[src/rtl/osc_bank.sv]
// Bank of square-wave tone oscillators advanced by a shared sample tick.
// Voices are programmed through a two-state capture/commit write port.
module osc_bank #(
  parameter int OSC_VOICES = 7,
  parameter int DIV_BW     = 16,
  localparam int VOICE_BW  = (OSC_VOICES > 1) ? $clog2(OSC_VOICES) : 1
) (
  input  logic                  clk_i,
  input  logic                  rst_i,
  input  logic                  tick_i,
  input  logic                  wrValid_i,
  output logic                  wrReady_o,
  input  logic [VOICE_BW-1:0]   wrVoice_i,
  input  logic [DIV_BW-1:0]     wrHalfPeriod_i,
  input  logic                  wrEnable_i,
  output logic [OSC_VOICES-1:0] oscs_o
);

  typedef enum logic {S_IDLE, S_COMMIT} state_t;

  state_t                state_q;
  logic                  ready_q;
  logic [VOICE_BW-1:0]   cap_voice_q;
  logic [DIV_BW-1:0]     cap_half_q;
  logic                  cap_en_q;

  logic [DIV_BW-1:0]     half_q [OSC_VOICES];
  logic [DIV_BW-1:0]     half_d [OSC_VOICES];
  logic [DIV_BW-1:0]     cnt_q  [OSC_VOICES];
  logic [DIV_BW-1:0]     cnt_d  [OSC_VOICES];
  logic [OSC_VOICES-1:0] en_q, en_d;
  logic [OSC_VOICES-1:0] phase_q, phase_d;

  logic accept;

  // ready_q tracks IDLE; gating with rst_i keeps the port closed while reset is held
  assign wrReady_o = ready_q & ~rst_i;
  assign accept    = wrValid_i & wrReady_o;
  assign oscs_o    = phase_q;

  always_comb begin
    half_d  = half_q;
    cnt_d   = cnt_q;
    en_d    = en_q;
    phase_d = phase_q;
    for (int unsigned v = 0; v < OSC_VOICES; v++) begin
      // A commit to this voice overrides any tick arriving on the same edge
      if (state_q == S_COMMIT && cap_voice_q == VOICE_BW'(v)) begin
        half_d[v] = cap_half_q;
        cnt_d[v]  = '0;
        if (cap_en_q && cap_half_q != '0) begin
          en_d[v]    = 1'b1;
          phase_d[v] = 1'b1;
        end else begin
          en_d[v]    = 1'b0;
          phase_d[v] = 1'b0;
        end
      end else if (tick_i && en_q[v]) begin
        if (cnt_q[v] == half_q[v] - DIV_BW'(1)) begin
          cnt_d[v]   = '0;
          phase_d[v] = ~phase_q[v];
        end else begin
          cnt_d[v] = cnt_q[v] + DIV_BW'(1);
        end
      end
    end
  end

  always_ff @(posedge clk_i) begin
    if (rst_i) begin
      state_q     <= S_IDLE;
      ready_q     <= 1'b1;
      cap_voice_q <= '0;
      cap_half_q  <= '0;
      cap_en_q    <= 1'b0;
      en_q        <= '0;
      phase_q     <= '0;
      for (int unsigned v = 0; v < OSC_VOICES; v++) begin
        half_q[v] <= '0;
        cnt_q[v]  <= '0;
      end
    end else begin
      half_q  <= half_d;
      cnt_q   <= cnt_d;
      en_q    <= en_d;
      phase_q <= phase_d;
      case (state_q)
        S_IDLE: begin
          if (accept) begin
            cap_voice_q <= wrVoice_i;
            cap_half_q  <= wrHalfPeriod_i;
            cap_en_q    <= wrEnable_i;
            state_q     <= S_COMMIT;
            ready_q     <= 1'b0;
          end
        end
        S_COMMIT: begin
          state_q <= S_IDLE;
          ready_q <= 1'b1;
        end
        default: begin
          state_q <= S_IDLE;
          ready_q <= 1'b1;
        end
      endcase
    end
  end

endmodule
[config.mk]
export PLATFORM = sky130hd
export DESIGN_NAME = osc_bank
export DESIGN_NICKNAME = d
export VERILOG_FILES = /design/src/rtl/osc_bank.sv
export SDC_FILE = /design/constraint.sdc
export NUM_CORES = 1
export LEC_CHECK = 0
export BUFFER_PORTS_ARGS = -buffer_cell sky130_fd_sc_hd__buf_2
export CAP_MARGIN = 25
export CORE_ASPECT_RATIO = 0.75
export CORE_MARGIN = 8
export CORE_UTILIZATION = 30
export DETAILED_ROUTE_END_ITERATION = 8
export MAX_ROUTING_LAYER = met4
export SLEW_MARGIN = 40
export SYNTH_ARGS = -nofsm -noshare
export SYNTH_HDL_FRONTEND = slang
export SYNTH_SLANG_ARGS = --single-unit
[constraint.sdc]
create_clock -name clk_i -period 2.8 [get_ports clk_i]
set_input_delay 0.14 -clock clk_i [delete_from_list [all_inputs] [get_ports clk_i]]
set_output_delay 0.14 -clock clk_i [all_outputs]
set_load 0.03 [all_outputs]
# == Yosys cells after proc, flatten, opt, wreduce, memory -nomap -nowiden ==
# Cells that the tools add are included.
# op_classes
n_addsub,14
n_eq_ne,14
mux,33
bitwise,11
n_reduce_logical,46
# op_table
cell,n
"16-bit by 1-bit adder with 16-bit output, second input constant",7
16-bit equality test,7
16-bit two-way mux,7
"16-bit by 1-bit subtractor with 16-bit output, second input constant",7
2-bit nonzero test,14
1-bit two-way mux,24
2-bit AND reduction,8
16-bit nonzero test,1
1-bit logical AND,15
2-bit OR reduction,7
"3-bit equality test, second input constant",3
1-bit inverter,9
"3-bit by 2-bit equality test with 1-bit output, second input constant",2
1-bit case mux with 2 select lines,2
"3-bit by 1-bit equality test with 1-bit output, second input constant",1
3-bit zero test,1
1-bit bitwise AND,2
"2-bit inequality test, second input constant",1
# word_totals
register_bits,260
inputBits,24
output_inout_bits,8

# == Depth between registers and ports, before layout ==
# depth
depth_word,5
depth_mapped,11

# == Worst setup path after synthesis ==
# No wires, ideal clock.
# synth_timing
path_kind,reg2reg
start,register half_q[32] (netlist name)
end,register phase_q[4] (netlist: oscs_o[4])
arrival_time_ps,2761
t_required_ps,2737
path_slack_ps,-24
path_stages_with_launch,10
path_buffers,0
cell_sequence,dfxtp_1 > inv_1 > ha_1 > or3b_2 > or4_1 > a32oi_1 > mux2i_1 > or2_4 > or4_1 > nand3_1
# synth_via
elab_chain_len,4
# synth_rtl
item,line,rtl
start: declaration,27,logic [DIV_BW-1:0] half_q [OSC_VOICES];
start signal: assignment,83,half_q <= half_d;
16-bit by 1-bit subtractor with 16-bit output,59,if (cnt_q[v] == half_q[v] - DIV_BW'(1)) begin
16-bit equality test,59,
2-bit nonzero test (no line),-,
2-bit AND reduction (no line),-,
end signal: assignment,86,phase_q <= phase_d;
end: declaration,32,"logic [OSC_VOICES-1:0] phase_q, phase_d;"
# Every way passes these cells.
# A chain may end at the register's enable or synchronous reset.

# == Final worst setup path ==
# Ends and elaborated chain as after synthesis.

==> results by group <==
Power
  – Pint: 6030 uW
  – Comb power frac: 6.2%
  – Leak: 0.006155 uW
  – Psw: 2005 uW
  – Switching power share of the total: 24.95%
  – Register share of total power: 47.0%
  – Pwr Density: 477.2 nW/um^2
  – Clk pwr share: 46.8%
  – Peak VDD IR: 0.3897 mV
  – Tot Pwr: 8035 uW

Floorplan
  – Initial Util: 30.32%
  – Die height: 205.2 um
  – Die width: 268.3 um
  – CORE AREA: 47,220 um^2
  – Die ar.: 55,050 um^2
  – Cell Rows: 69
  – I/O pin cnt: 32

Global route
  – Largest net degree at the start of global routing: 71
  – Gr usage total: 14.86%
  – GR Overflow Total: 0
  – First-pass GRT wire length: 65,450 um
  – Vias in the first global route: 12,200
  – Initial antenna violation count: 0

STA
  – Final Cycle Share: 96.16%
  – Final-report hold violation count: 0
  – Final number of setup-violating endpoints: 0
  – Tmin final: 2.693 ns
  – Fin Setup TNS: 0 ns
  – Slew at the pin closest to its max-slew limit: 0.8053 ns
  – Max-slew violation count: 0
  – Final worst slack: 0.1074 ns
  – Max_slew headroom: 45.90%
  – Highest Clock Rate: 0.3714 GHz
  – Clock Skews: 0.02133 ns

Run
  – Max cap viols: 0

Placement
  – Dpl hpwl: 30,130 um
  – DP Area: 15,580 um^2
  – Gpl congestion: 0.8673
  – I/O Buffers: 31
  – Number of instances in the placed design: 2,525
  – DP Worst Slack: 0.04558 ns

Finish
  – Post-route cell area: 16,840 um^2
  – Final nets: 1,976
  – Final Non-Filler Cells: 2,597
  – # diodes: 0
  – Fraction of layout cells with a size suffix above 1: 10.98%
  – Layout area overhead: 17.58%

Outcome
  – Status: completed

Synthesis
  – Dominant synthesized flop cell: dfxtp_1
  – Syn Nets: 1,906
  – Post-synth top area share: 36.35%
  – Mapped Cells: 1,868
  – Area leader, netlist: dfxtp_1
  – Largest cells by area after synthesis: dfxtp_1 (36%), nand2_1 (9.3%), xor2_1 (7.5%), xnor2_1 (6.4%), a21oi_1 (5.3%)
  – Number of synthesized register bits: 260
  – Asr flop ratio synth: 0%
  – Post-synth EDFFs: 0
  – Seq/Total Area, Yosys: 36.35%
  – Synth warnings: 0
  – Count of cell types in the netlist: 79
  – Area of the mapped netlist: 14,320 um^2
  – Syn Area/Cell: 7.666 um^2

Clock tree
  – Clock-pin slew on the worst setup and hold paths: 0.06 ns
  – Cts bufs inserted: 27
  – H-tree levels: 1
  – CTS tree: yes
  – Longest Clk Path Bufs: 3
  – Sink Count: 260
  – Clock latency at the later pin of the worst-skew pair: 0.57 ns
  – Root buffer cell: clkbuf_16

Route
  – Via Count: 13,180
  – Routed Antenna Nets: 0
  – 1st-iter DRT viols: 1,200
  – DRT Pass-1 Iters: 6
  – Routed WL: 41,160 um
  – DRC: 0
  – WL/cell: 15.85 um
  – Via density: 5.075

Critical path
  – Cell Chain, Critical Path: inv_1 -> ha_2 -> or3b_4 -> or4_1 -> a32oi_1 -> mux2i_1 -> or2_4 -> or4_4 -> nand3_2
  – Startpoint types: register
  – Crit-path max cell delay: 0.53 ns
  – WP buf/inv: 1
  – Crit path max-delay cell type: or4_4
  – Critical path class: register to register
  – Worst Path Arrival: 3.18 ns
  – Critical Path RT: 3.29 ns
  – CP endpoint kind: register
  – Delay-heaviest family, CP: simple AND/OR/NAND/NOR gates
  – Critical Path Fanout Max: 4

Hold path
  – Hold Path Class: primary input to register
==> final timing paths <==
path / start / to / slack (ns) / cells past startpoint
max: half_q[32] / oscs_o[4] / 0.11 / 9
min: tick_i / cnt_q[49] / 0.20 / 3
max reg2reg: half_q[32] / oscs_o[4] / 0.11 / 9
min reg2reg: half_q[95] / half_q[95] / 0.47 / 2
==> what timing repair did <==
item,4_1_cts,5_1_grt
setup buffers,0,1
hold buffers,22,0
endpoints found under the hold margin,26,0
setup endpoints to repair,0,93
gates resized for setup,0,25
==> synth_stat cells, drive strengths merged (9+ instances only) <==
| library cell | n |
|---|---|
| or4 | 23 |
| nor2b | 12 |
| or3 | 11 |
| clkbuf | 87 |
| nor4b | 9 |
| and3 | 37 |
| a211oi | 10 |
| and2 | 10 |
| a31oi | 20 |
| nor4 | 38 |
| inv | 26 |
| buf | 17 |
| nand2b | 39 |
| nor3 | 78 |
| nand4 | 38 |
| a21oi | 153 |
| xor2 | 122 |
| nand2 | 354 |
| xnor2 | 105 |
| nor2 | 158 |
| o21ai | 48 |
| ha | 14 |
| nand3 | 64 |
| dfxtp | 260 |
| and4 | 9 |
==> metal layers <==
layer | up-vias | wire length (um) | share of wire, % | track usage (%)
li1 | 6632 | - | - | -
met1 | 6219 | 21550 | 52 | 22.23
met2 | 286 | 16720 | 41 | 20.93
met3 | 43 | 2289 | 5.6 | 2.412
met4 | 0 | 598 | 1.5 | 2.412
met5 | - | 0 | 0 | -
==> cells by family after synthesis <==
kind of cell | count (synthesis) | synth area share [%]
AND/OR/NAND/NOR | 919 | 31.32
XOR/XNOR | 227 | 13.88
AO/OA/AOI/OAI | 314 | 13.25
multiplexers | 4 | 0.2883
buffers and inverters | 130 | 3.696
flip-flops | 260 | 36.35
adder cells (fa/ha/maj) | 14 | 1.223
==> sequential cells by signal (all words and copies together), names as in the netlist <==
register / flops
half_q: 112
cnt_q: 112
state_q: 1
cap_half_q: 16
oscs_o: 7
en_q: 7
cap_voice_q: 3
cap_en_q: 1
ready_q: 1
==> metrics by stage <==
stage / util [%] / hold WS [ns]
detailed placement: 33.00 / 0.3455
finish: 35.65 / 0.2008
CTS: 35.41 / 0.1568
floorplan: - / 0.2404
global placement: 33.00 / 0.3378
global route: 35.65 / 0.1698
==> power by group through the flow <==
stage | logic [uW] | clock network, uW | registers, uW
2_1_floorplan | 273 | 0 | 3840
3_3_place_gp | 459 | 0 | 3860
3_5_place_dp | 463 | 0 | 3860
4_1_cts | 489 | 3850 | 3780
5_1_grt | 535 | 4010 | 3780
6_report | 499 | 3760 | 3780
==> cells in the final DEF (no fill, tap or decap), types with 7 or more instances in the layout <==
cell type,instances
a21o_1,7
clkbuf_16,27
inv_1,26
buf_2,30
nand3b_1,8
nor2b_1,12
o31ai_1,7
nor4_2,8
nor4_1,29
a31oi_1,19
or3_1,10
nor2_1,158
and3_1,37
nand2_1,354
or4_1,19
nand2b_1,39
nand4b_1,8
dfxtp_1,259
nand3_1,63
and4_1,8
o21ai_0,43
nor3_1,76
o211ai_1,8
buf_4,89
a21oi_1,153
nand4_1,38
clkinvlp_4,7
xor2_1,122
a211oi_1,9
xnor2_1,105
dlygate4sd3_1,22
and2_1,10
ha_1,11
==> worst register-to-register path, delay by kind of cell (launching register included) <==
kind            cells  cell delay, ns
compound gates      1            0.22
simple gates        5            1.72
fa+ha+maj           1            0.17
buf+inv             1            0.06
mux                 1            0.14
flops               1            0.33
==> final cells by class <==
cell class	instances	area (um^2)
Clock inverter	18	209.0
Sequential cell	260	5206
Multi-Input combinational cell	1478	8705
Clock buffer	31	710.7
Fill cell	4903	30390
Inverter	26	97.59
Timing Repair Buffer	145	1110
Tap cell	639	799.5
Note: power is estimated with default switching activity, not from simulation.
